[config.mk]
export PLATFORM = sky130hd
export DESIGN_NAME = seven_segment_scan_decoder
export DESIGN_NICKNAME = d
export VERILOG_FILES = /design/src/rtl/seven_segment_scan_decoder.sv
export SDC_FILE = /design/constraint.sdc
export NUM_CORES = 1
export LEC_CHECK = 0
export ABC_AREA = 1
export ABC_CLOCK_PERIOD_IN_PS = 3120
export CAP_MARGIN = 10
export CELL_PAD_IN_SITES_DETAIL_PLACEMENT = 0
export CELL_PAD_IN_SITES_GLOBAL_PLACEMENT = 1
export CORE_MARGIN = 2
export CORE_UTILIZATION = 42
export CTS_CLUSTER_DIAMETER = 120
export DETAILED_ROUTE_END_ITERATION = 6
export GPL_ROUTABILITY_DRIVEN = 1
export GPL_TIMING_DRIVEN = 0
export HOLD_SLACK_MARGIN = 0.06
export PLACE_DENSITY = 0.86
export SKIP_LAST_GASP = 1
export SLEW_MARGIN = 25
export SYNTH_ARGS = -nofsm -noshare
export SYNTH_HDL_FRONTEND = slang
export SYNTH_SLANG_ARGS = --single-unit
[constraint.sdc]
create_clock -name clk -period 3.12 [get_ports clk]
set_input_delay 0.468 -clock clk [delete_from_list [all_inputs] [get_ports clk]]
set_output_delay 0.468 -clock clk [all_outputs]
set_load 0.05 [all_outputs]
[src/rtl/seven_segment_scan_decoder.sv]
// Receive-side monitor for a multiplexed 4-digit seven-segment bus.
// Samples the active-low anode/segment lines, waits for each an/seg pair to
// hold steady, then decodes the segment pattern back to a BCD digit for the
// lit position. A frame strobe marks the point where every position has been
// captured since the previous strobe.
module seven_segment_scan_decoder #(
    parameter int STABLE_CYCLES = 4,
    parameter int CNT_W         = 8
) (
    input  logic        clk,
    input  logic        rst_n,
    input  logic [3:0]  an,
    input  logic [7:0]  seg,
    output logic [15:0] digits,
    output logic [3:0]  digit_valid,
    output logic [3:0]  dp,
    output logic        frame_strobe,
    output logic        err_pattern,
    output logic        err_anode
);

    localparam logic [CNT_W-1:0] CNT_LAST = CNT_W'(STABLE_CYCLES - 1);

    logic [3:0]       s_an_q, s_an_d;
    logic [7:0]       s_seg_q, s_seg_d;
    logic [CNT_W-1:0] cnt_q, cnt_d;
    logic             captured_q, captured_d;
    logic [3:0]       seen_q, seen_d;
    logic [15:0]      digits_q, digits_d;
    logic [3:0]       valid_q, valid_d;
    logic [3:0]       dp_q, dp_d;
    logic             strobe_q, strobe_d;
    logic             err_pat_q, err_pat_d;
    logic             err_an_q, err_an_d;

    logic [3:0]       dec_val;
    logic             dec_legal;
    logic             dec_blank;
    logic             same;
    logic             capture;
    logic [3:0]       an_low;
    logic             one_hot;
    logic             multi;
    logic [3:0]       seen_new;

    // Map the sampled segment code (g..a, active low) back to a BCD digit.
    always_comb begin
        dec_val   = 4'hF;
        dec_legal = 1'b0;
        dec_blank = 1'b0;
        case (s_seg_q[6:0])
            7'h40: begin dec_val = 4'd0; dec_legal = 1'b1; end
            7'h79: begin dec_val = 4'd1; dec_legal = 1'b1; end
            7'h24: begin dec_val = 4'd2; dec_legal = 1'b1; end
            7'h30: begin dec_val = 4'd3; dec_legal = 1'b1; end
            7'h19: begin dec_val = 4'd4; dec_legal = 1'b1; end
            7'h12: begin dec_val = 4'd5; dec_legal = 1'b1; end
            7'h02: begin dec_val = 4'd6; dec_legal = 1'b1; end
            7'h78: begin dec_val = 4'd7; dec_legal = 1'b1; end
            7'h00: begin dec_val = 4'd8; dec_legal = 1'b1; end
            7'h10: begin dec_val = 4'd9; dec_legal = 1'b1; end
            7'h7F: dec_blank = 1'b1;
            default: ;
        endcase
    end

    // Stability tracking, one-shot capture and per-position update.
    always_comb begin
        s_an_d     = an;
        s_seg_d    = seg;
        cnt_d      = cnt_q;
        captured_d = captured_q;
        seen_d     = seen_q;
        digits_d   = digits_q;
        valid_d    = valid_q;
        dp_d       = dp_q;
        strobe_d   = 1'b0;
        err_pat_d  = 1'b0;
        err_an_d   = 1'b0;
        seen_new   = seen_q;

        same    = ({an, seg} == {s_an_q, s_seg_q});
        capture = (cnt_q == CNT_LAST) && !captured_q;
        an_low  = ~s_an_q;
        one_hot = (an_low != 4'd0) && ((an_low & (an_low - 4'd1)) == 4'd0);
        multi   = (an_low != 4'd0) && !one_hot;

        if (!same) begin
            cnt_d = '0;
        end else if (cnt_q != CNT_LAST) begin
            cnt_d = cnt_q + CNT_W'(1);
        end

        // A changing input re-arms capture even on the edge that captures,
        // otherwise the very next hold would be ignored.
        if (!same) begin
            captured_d = 1'b0;
        end else if (capture) begin
            captured_d = 1'b1;
        end

        if (capture) begin
            if (one_hot) begin
                seen_new = seen_q | an_low;
                if (seen_new == 4'hF) begin
                    strobe_d = 1'b1;
                    seen_d   = 4'd0;
                end else begin
                    seen_d   = seen_new;
                end
                for (int p = 0; p < 4; p++) begin
                    if (an_low[p]) begin
                        digits_d[4*p +: 4] = dec_val;
                        valid_d[p]         = dec_legal;
                        dp_d[p]            = ~s_seg_q[7];
                    end
                end
                err_pat_d = !dec_legal && !dec_blank;
            end else if (multi) begin
                err_an_d = 1'b1;
            end
        end
    end

    // State register; reset discards any partial hold.
    always_ff @(posedge clk or negedge rst_n) begin
        if (!rst_n) begin
            s_an_q     <= 4'hF;
            s_seg_q    <= 8'hFF;
            cnt_q      <= '0;
            captured_q <= 1'b0;
            seen_q     <= 4'd0;
            digits_q   <= 16'hFFFF;
            valid_q    <= 4'd0;
            dp_q       <= 4'd0;
            strobe_q   <= 1'b0;
            err_pat_q  <= 1'b0;
            err_an_q   <= 1'b0;
        end else begin
            s_an_q     <= s_an_d;
            s_seg_q    <= s_seg_d;
            cnt_q      <= cnt_d;
            captured_q <= captured_d;
            seen_q     <= seen_d;
            digits_q   <= digits_d;
            valid_q    <= valid_d;
            dp_q       <= dp_d;
            strobe_q   <= strobe_d;
            err_pat_q  <= err_pat_d;
            err_an_q   <= err_an_d;
        end
    end

    assign digits       = digits_q;
    assign digit_valid  = valid_q;
    assign dp           = dp_q;
    assign frame_strobe = strobe_q;
    assign err_pattern  = err_pat_q;
    assign err_anode    = err_an_q;

endmodule

==> metrics.yaml, run 1 <==
yosys:
  synthCells: 289
  synth_edf_count: 0
  syn_nets: 304
  avgSynthCellArea_um2: 8.57
  synth-async-reset-ratio: 1.00
  synth_area_um2: 2480
  ys_warn_count: 0
  ys.flop_type: "dfstp_2"
  seq_area_frac_synth: 0.540
  ys_ff_latch: 52
  yosys.cell_types.count: 25
clock_network:
  postCtsHoldBufs: 0
  cts_buffers: 5
  cts_setup_buffers: 0
  clk_path_buf_depth: 2
  clock_sinks: 52
  cts_tree: "yes"
  cts_resized: 0
  clk_pin_slew_ns: 0.10
  clock_latency_ns: 0.30
  root_buffer: "clkbuf_8"
  htreeDepth: 2
routing:
  vias_per_cell: 4.67
  dr.pass1.iters: 4
  post_drt_wl_per_cell_um: 12.2
  drtIter0Drc: 113
  vias: 1910
  antenna_left: 0
  drc: 0
  drt-total-wl_um: 5000
floorplanning:
  rows: 27
  core_area_um2: 5610
  die_area_um2: 6530
  start_util: 0.442
  io_pins: 41
  die_h_um: 80.8
  fp.dieW_um: 80.8
critical_path:
  critical_path.cell_chain: "clkdlybuf4s50_1"
  slowest_delay_ns: 0.80
  rr_endpoint: "digits[0]"
  crit_buf_inv: 1
  crit_start: "digits[14]"
  cp.arrival_ns: 1.66
  rr_startpoint: "s_seg_q[5]"
  worst_setup_path_start_kind: "register"
  crit_path_end_kind: "output port"
  crit_path_top_delay_cell: "clkdlybuf4s50_1"
  required_ns: 2.65
  reg2reg_setup_slack_ns: 1.48
  worst_r2r_path_depth: 10
  crit_family: "buffers and inverters"
  path_class: "reg2out"
  cp_max_fo: 2
power_and_ir_drop:
  ir_drop_mv: 0.208
  seqPwrFrac: 0.563
  leakagePower_nw: 1.39
  swShare: 0.229
  share_clk_of_total_power: 0.368
  pwr_density_cell_nw_per_um2: 405
  switching_power_mw: 0.286
  combPwrFrac: 0.069
  power.internal_mw: 0.960
finish:
  layout-drive-gt1-share: 0.208
  design_area_um2: 3080
  post-route-util: 0.548
  stdcell_count: 409
  final_cell_mix: "nand2_1, clkdlybuf4s50_1, nor2_1"
  final_common_cell: "nand2_1"
  syn_to_final_growth_pct: 24.2
  fin_nets: 351
  diodes: 0
run_status:
  outcome: "finished clean"
global_route:
  antenna_found_initial: 0
  overflow: 0
  grt_first_pass_wirelength_um: 8470
  grtUsageTotal: 0.172
  grt_max_degree: 53
  grt_pass1_vias: 1793
sta:
  finalHoldViolCount: 0
  finalSetupViolations: 0
  relSlewSlack: 0.566
  min_period_ns: 2.13
  rsz0062_at_grt: "false"
  worst_slew_pin_slew_ns: 0.650
  fmax_mhz: 469
  final.setup_skew_ns: 0.00981
  drv_slew: 0
  timing.hold.ws_ns: 0.171
  setup_tns_ns: 0
  min_period_over_period: 0.683
placed_design:
  place_hpwl_um: 3790
  routabilityCongestion: 0.837
  place_inst: 401
  portBuffers: 40
  place_area_um2: 2960
min_path:
  worstHoldPathType: "in2async"
run:
  drv_cap: 0
[registers in the layout, indices dropped and copies added, names as in the netlist]
signal / count
digit_valid: 4
seen_q: 4
digits: 16
err_pattern: 1
captured_q: 1
s_an_q: 4
err_anode: 1
dp: 4
s_seg_q: 8
cnt_q: 8
frame_strobe: 1
[cells in the mapped netlist (2+ instances only)]
cell type	count	area share
o21ai_2	3	0.011
nand2_1	104	0.16
a21oi_1	4	0.0081
nand2_2	5	0.013
or2_2	2	0.0051
inv_2	10	0.015
o21ai_0	3	0.0061
nor3_1	5	0.010
o21ai_1	2	0.0040
dfrtp_1	24	0.24
dfstp_2	28	0.30
xor2_1	14	0.050
nor2_1	34	0.052
inv_1	14	0.021
nand3_1	20	0.040
buf_2	2	0.0040
nor2_4	7	0.032
[cells by family (layout without fill, tap and decap cells)]
| logic type | Yosys count | count (layout) | synth area share |
|---|---|---|---|
| AO/OA/AOI/OAI | 14 | 14 | 0.0389 |
| AND/OR/NAND/NOR | 181 | 181 | 0.323 |
| buffers and inverters | 26 | 74 | 0.0404 |
| flip-flops | 52 | 52 | 0.540 |
| adder cells (fa/ha/maj) | 1 | 1 | 0.00505 |
| XOR/XNOR | 15 | 15 | 0.0531 |
[area by class of cell]
| type | instances | area (um2) |
|---|---|---|
| fill | 556 | 2530 |
| sequential | 52 | 1340 |
| multi-input combinational | 211 | 1040 |
| timing repair buffer | 40 | 398 |
| inverter | 24 | 90.1 |
| tap | 72 | 90.1 |
| clock buffer | 5 | 68.8 |
| clock inverter | 3 | 42.5 |
| buffer | 2 | 10.0 |
[worst max path at each step]
stage                 end  slack (ns)  cells past startpoint
2_1_floorplan       dp[0]        1.68                      9
3_3_place_gp     cnt_q[5]        0.09                      1
3_5_place_dp     cnt_q[0]        1.14                      7
4_1_cts        digits[14]        0.97                      1
5_1_grt        digits[13]        0.94                      1
6_report       digits[14]        0.99                      1
[through the flow]
step | setup WS [ns] | total power [mW]
floorplan | 1.68 | 0.756
global placement | 0.0882 | 0.799
detailed placement | 1.14 | 0.800
CTS | 0.972 | 1.26
global route | 0.937 | 1.30
finish | 0.988 | 1.25
[routing by layer]
metal,vias up,track usage,routed length [um]
met4,0,0.0661,82
met5,-,0,0
met1,860,0.243,2420
li1,998,-,-
met3,8,0.0267,177
met2,44,0.268,2320
[power groups by stage]
stage / registers [mW] / clock network [mW] / logic [mW]
detailed placement: 0.713 / 0 / 0.0875
CTS: 0.701 / 0.473 / 0.0879
finish: 0.701 / 0.459 / 0.0861
global route: 0.703 / 0.505 / 0.0967
global placement: 0.712 / 0 / 0.0870
floorplan: 0.710 / 0 / 0.0459
Note: power is estimated with default switching activity, not from simulation.
==> inputs of run 2 (changes only) <==
Settings changed: ABC_CLOCK_PERIOD_IN_PS 3120 to 2000, CORE_UTILIZATION 42 to 39, PLACE_DENSITY 0.86 to 0.81.
Clock period 3.12 ns to 2 ns, I/O delays scaled along.
==> metrics.yaml, run 2 (synthesized netlist as in run 1, its figures left out) <==
sta:
  drv_slew: 0  # unchanged
  rsz0062_at_grt: "false"
  relSlewSlack: 0.572  # +0.00598
  setup_tns_ns: 0  # unchanged
  finalHoldViolCount: 0  # unchanged
  min_period_ns: 1.95
  fmax_mhz: 513
  worst_slew_pin_slew_ns: 0.641  # -0.00897 ns
  min_period_over_period: 0.974
  finalSetupViolations: 0  # unchanged
  final.setup_skew_ns: 0.00806  # -0.00175 ns
finish:
  final_common_cell: "nand2_1"
  post-route-util: 0.498  # -0.0508
  layout-drive-gt1-share: 0.207  # -0.000615
  multi_input_area_um2: 1040  # unchanged
  largest_register_ffs: 16  # unchanged
  final_cell_mix: "nand2_1, clkdlybuf4s50_1, nor2_1"
  fin_nets: 352  # +0.28%
  fillers: 609  # +9.5%
  regArea_um2: 1340  # unchanged
  syn_to_final_growth_pct: 25.4
  diodes: 0  # unchanged
floorplanning:
  rows: 29  # +7.4%
  fp.dieW_um: 83.7  # +3.6%
  io_pins: 41  # unchanged
  die_area_um2: 7000  # +7.3%
  start_util: 0.397  # -0.0448
  die_h_um: 83.7  # +3.6%
  core_area_um2: 6240  # +11%
global_route:
  grt_max_degree: 53  # unchanged
  grt_pass1_vias: 1825  # +1.8%
  grt_first_pass_wirelength_um: 8510  # +0.48%
  overflow: 0  # unchanged
  grtUsageTotal: 0.151  # -0.0207
  antenna_found_initial: 0  # unchanged
run_status:
  outcome: "finished clean"
min_path:
  holdPathEnd: "s_seg_q[1]"
  worstHoldPathType: "in2reg"
  hp-start: "seg[1]"
  whs_path_depth: 1
critical_path:
  cp_max_fo: 2  # unchanged
  cp.arrival_ns: 1.65  # about the same
  required_ns: 1.70  # -0.95 ns
  rr_startpoint: "s_seg_q[4]"
  path_class: "reg2out"
  worst_r2r_path_depth: 10  # unchanged
  crit_family: "buffers and inverters"
  crit_buf_inv: 1  # unchanged
  rr_endpoint: "digits[12]"
  slowest_delay_ns: 0.79  # about the same
  critical_path.cell_chain: "clkdlybuf4s50_1"
  crit_path_top_delay_cell: "clkdlybuf4s50_1"
  reg2reg_setup_slack_ns: 0.33  # -1.15 ns
  worst_setup_path_start_kind: "register"
  crit_path_end_kind: "output port"
clock_network:
  clock_sinks: 52  # unchanged
  clock_latency_ns: 0.30  # about the same
  cts_buffers: 5  # unchanged
  cts_tree: "yes"
  cts_setup_buffers: 0  # unchanged
  root_buffer: "clkbuf_8"
  clk_pin_slew_ns: 0.10  # about the same
  clk_path_buf_depth: 2  # unchanged
  htreeDepth: 2  # unchanged
power_and_ir_drop:
  seqPwrFrac: 0.556  # -0.007
  ir_drop_mv: 0.302  # +45%
  power.internal_mw: 1.51  # +57%
  switching_power_mw: 0.458  # +60%
  pwr_density_cell_nw_per_um2: 633  # +56%
  share_clk_of_total_power: 0.374  # +0.006
  combPwrFrac: 0.069  # about the same
  leakagePower_nw: 1.47  # +5.8%
  swShare: 0.233  # +0.00393
routing:
  antenna_left: 0  # unchanged
  post_drt_wl_per_cell_um: 11.7  # -4.2%
  vias_per_cell: 4.60  # -1.6%
  dr.pass1.iters: 5  # +1
  drtIter0Drc: 92  # -19%
  drt-total-wl_um: 4860  # -2.8%
  vias: 1907  # -0.16%
  drc: 0  # unchanged
placed_design:
  portBuffers: 40  # unchanged
  routabilityCongestion: 0.820  # -2.1%
  place_hpwl_um: 3660  # -3.6%
run:
  drv_cap: 0  # unchanged
[run 2: cell count changes in the layout (fill, tap and decap cells not counted)]
cell | before | now
clkdlybuf4s50_1 | 39 | 35
clkinv_2 | 1 | 0
dlygate4sd3_1 | 0 | 1
inv_6 | 0 | 1
dlymetal6s2s_1 | 0 | 4
[run 2: what timing repair did]
| item | CTS | global route |
|---|---|---|
| gates resized for setup | 0 | 4 |
| hold buffers | 1 | 0 |
| setup endpoints to repair | 0 | 4 |
| hold endpoints to repair | 24 | 0 |
[run 2: worst max path at each step]
stage	start	end	slack, ns	depth (start not counted)
after floorplan	s_an_q[1]	dp[0]	0.56	9
after global placement	rst_n	cnt_q[7]	-0.91	1
after detailed placement	seg[1]	cnt_q[0]	0.17	7
after CTS	digits[14]	digits[14]	0.006	1
after global routing	digits[9]	digits[9]	0.001	1
final	digits[7]	digits[7]	0.05	1
[run 2: power by group through the flow]
stage | Sequential (mW) | Combinational (mW) | Clock (mW)
3_5_place_dp | 1.11 | 0.138 | 0
3_3_place_gp | 1.11 | 0.137 | 0
4_1_cts | 1.09 | 0.139 | 0.771
6_report | 1.09 | 0.136 | 0.736
2_1_floorplan | 1.11 | 0.0716 | 0
5_1_grt | 1.10 | 0.155 | 0.809
[run 2: layout make-up]
| cell class | instances | share of cell area |
|---|---|---|
| flip-flops and latches | 52 | 0.430 |
| plain buffers | 2 | 0.00322 |
| inverters | 24 | 0.0290 |
| well taps | 77 | 0.0310 |
| multi-input cells | 211 | 0.335 |
| repair buffers | 41 | 0.135 |
| clock inverters | 3 | 0.0149 |
| clock buffers | 5 | 0.0222 |
[run 2: routing by layer]
metal | GRT usage | vias to the layer above | share of wire
li1 | - | 994 | -
met1 | 0.206 | 873 | 0.49
met2 | 0.243 | 34 | 0.47
met3 | 0.0356 | 6 | 0.035
met4 | 0.0396 | 0 | 0.011
met5 | 0 | - | 0
[run 2: per-stage QoR]
stage	area [um2]	setup slack, ns	power, mW	hold WS, ns	instances
3_5_place_dp	2970	0.168	1.25	0.374	406
4_1_cts	3100	0.00552	2.00	0.435	415
3_3_place_gp	2970	-0.908	1.25	0.453	406
6_report	3110	0.0519	1.96	0.447	415
2_1_floorplan	2480	0.562	1.18	0.00441	289
5_1_grt	3110	0.00143	2.06	0.429	415
==> inputs of run 3 (changes only) <==
Settings changed: ABC_CLOCK_PERIOD_IN_PS 2000 to 1800, GPL_ROUTABILITY_DRIVEN 1 to 0.
Clock period 2 ns to 1.8 ns, I/O delays scaled along.
==> metrics.yaml, run 3 (synthesized netlist as in run 1, its figures left out) <==
finish:
  layout-drive-gt1-share: 0.213  # +0.00592
  syn_to_final_growth_pct: 24.6
  regArea_um2: 1340  # unchanged
  fillers: 624  # +2.5%
  multi_input_area_um2: 1040  # +0.48%
  final_cell_mix: "nand2_1, nor2_1, dfstp_2"
  final_common_cell: "nand2_1"
  fin_nets: 352  # unchanged
  design_area_um2: 3090  # -0.64%
  post-route-util: 0.494  # -0.00321
  diodes: 0  # unchanged
  largest_register_ffs: 16  # unchanged
sta:
  rsz0062_at_grt: "false"
  fmax_mhz: 572
  final.setup_skew_ns: 0.00652  # -0.00154 ns
  timing.hold.ws_ns: 0.417  # -0.0301 ns
  finalHoldViolCount: 0  # unchanged
  finalSetupViolations: 0  # unchanged
  min_period_over_period: 0.972
  worst_slew_pin_slew_ns: 0.636  # -0.00563 ns
  relSlewSlack: 0.576  # +0.00375
  drv_slew: 0  # unchanged
  min_period_ns: 1.75
power_and_ir_drop:
  switching_power_mw: 0.506  # +11%
  totalPowerFinal_mw: 2.18  # +11%
  ir_drop_mv: 0.335  # +11%
  pwr_density_cell_nw_per_um2: 707  # +12%
  swShare: 0.232  # -0.000979
  combPwrFrac: 0.069  # about the same
  power.internal_mw: 1.67  # +11%
  seqPwrFrac: 0.557  # about the same
  leakagePower_nw: 1.51  # +2.8%
  share_clk_of_total_power: 0.373  # about the same
floorplanning:
  fp.dieW_um: 83.7  # unchanged
  core_area_um2: 6240  # unchanged
  rows: 29  # unchanged
  die_area_um2: 7000  # unchanged
  start_util: 0.397  # unchanged
  die_h_um: 83.7  # unchanged
  io_pins: 41  # unchanged
critical_path:
  worst_r2r_path_depth: 10  # unchanged
  slowest_delay_ns: 0.81  # +0.02 ns
  cp.arrival_ns: 1.48  # -0.17 ns
  required_ns: 1.53  # -0.17 ns
  critical_path.cell_chain: "clkdlybuf4s50_1"
  cp_max_fo: 2  # unchanged
  crit_path_top_delay_cell: "clkdlybuf4s50_1"
  worst_setup_path_start_kind: "register"
  path_depth: 1  # unchanged
  crit_family: "buffers and inverters"
  crit_buf_inv: 1  # unchanged
  path_class: "reg2out"
  crit_path_end_kind: "output port"
clock_network:
  cts_buffers: 5  # unchanged
  clock_latency_ns: 0.30  # about the same
  clock_sinks: 52  # unchanged
  htreeDepth: 2  # unchanged
  cts_setup_buffers: 0  # unchanged
  root_buffer: "clkbuf_8"
  cts_tree: "yes"
  clk_path_buf_depth: 2  # unchanged
  clk_pin_slew_ns: 0.10  # about the same
global_route:
  grt_first_pass_wirelength_um: 8510  # unchanged
  grtUsageTotal: 0.151  # unchanged
  antenna_found_initial: 0  # unchanged
  grt_max_degree: 53  # unchanged
  grt_pass1_vias: 1825  # unchanged
  overflow: 0  # unchanged
routing:
  drc: 0  # unchanged
  vias: 1912  # +0.26%
  post_drt_wl_per_cell_um: 11.7  # about the same
  drtIter0Drc: 97  # +5.4%
  vias_per_cell: 4.61  # +0.26%
  drt-total-wl_um: 4860  # about the same
  dr.pass1.iters: 4  # -1
  antenna_left: 0  # unchanged
min_path:
  worstHoldPathType: "in2reg"
  whs_path_depth: 1  # unchanged
placed_design:
  place_hpwl_um: 3660  # unchanged
  place_area_um2: 2970  # unchanged
  portBuffers: 40  # unchanged
run:
  drv_cap: 0  # unchanged
run_status:
  outcome: "finished clean"
## run 3: cell type report
cell class	instances	area share
clock inverters	3	0.0150
well taps	77	0.0312
clock buffers	5	0.0223
repair buffers	41	0.127
inverters	24	0.0292
flip-flops and latches	52	0.433
multi-input cells	211	0.339
plain buffers	2	0.00324
## run 3: path summary, 6_finish.rpt
path	start	end	slack, ns
setup / recovery	dp[0]	dp[0]	0.05
hold / removal	seg[4]	s_seg_q[4]	0.42
setup reg to reg	s_seg_q[5]	digits[12]	0.16
hold reg to reg	digits[10]	digits[10]	0.46
max in group asynchronous	rst_n	err_anode	0.85
min in group asynchronous	rst_n	digit_valid[0]	0.53
## run 3: per-layer routing
metal,wire (um),vias up,track usage
li1,-,994,-
met1,2390,878,0.206
met2,2240,34,0.243
met3,168,6,0.0356
met4,55,0,0.0396
met5,0,-,0
## run 3: through the flow
step | setup WS [ns] | cells | TNS, ns
2_1_floorplan | 0.362 | 289 | 0
3_3_place_gp | -1.08 | 406 | -40.42
3_5_place_dp | -0.00195 | 406 | -0.00195
4_1_cts | 0.0283 | 415 | 0
5_1_grt | 0.000704 | 415 | 0
6_report | 0.0506 | 415 | 0
## run 3: power groups by stage
stage | combinational (mW) | clock, mW | sequential (mW)
CTS | 0.155 | 0.856 | 1.22
detailed placement | 0.153 | 0 | 1.24
floorplan | 0.0796 | 0 | 1.23
finish | 0.151 | 0.814 | 1.21
global route | 0.173 | 0.899 | 1.22
global placement | 0.152 | 0 | 1.23
## run 3: what timing repair did
| item | in CTS | in global routing |
|---|---|---|
| pin swaps | 0 | 2 |
| hold buffers | 1 | 0 |
| endpoints found under the hold margin | 24 | 0 |
| endpoints found under the setup margin | 16 | 9 |
| gates resized for setup | 16 | 4 |
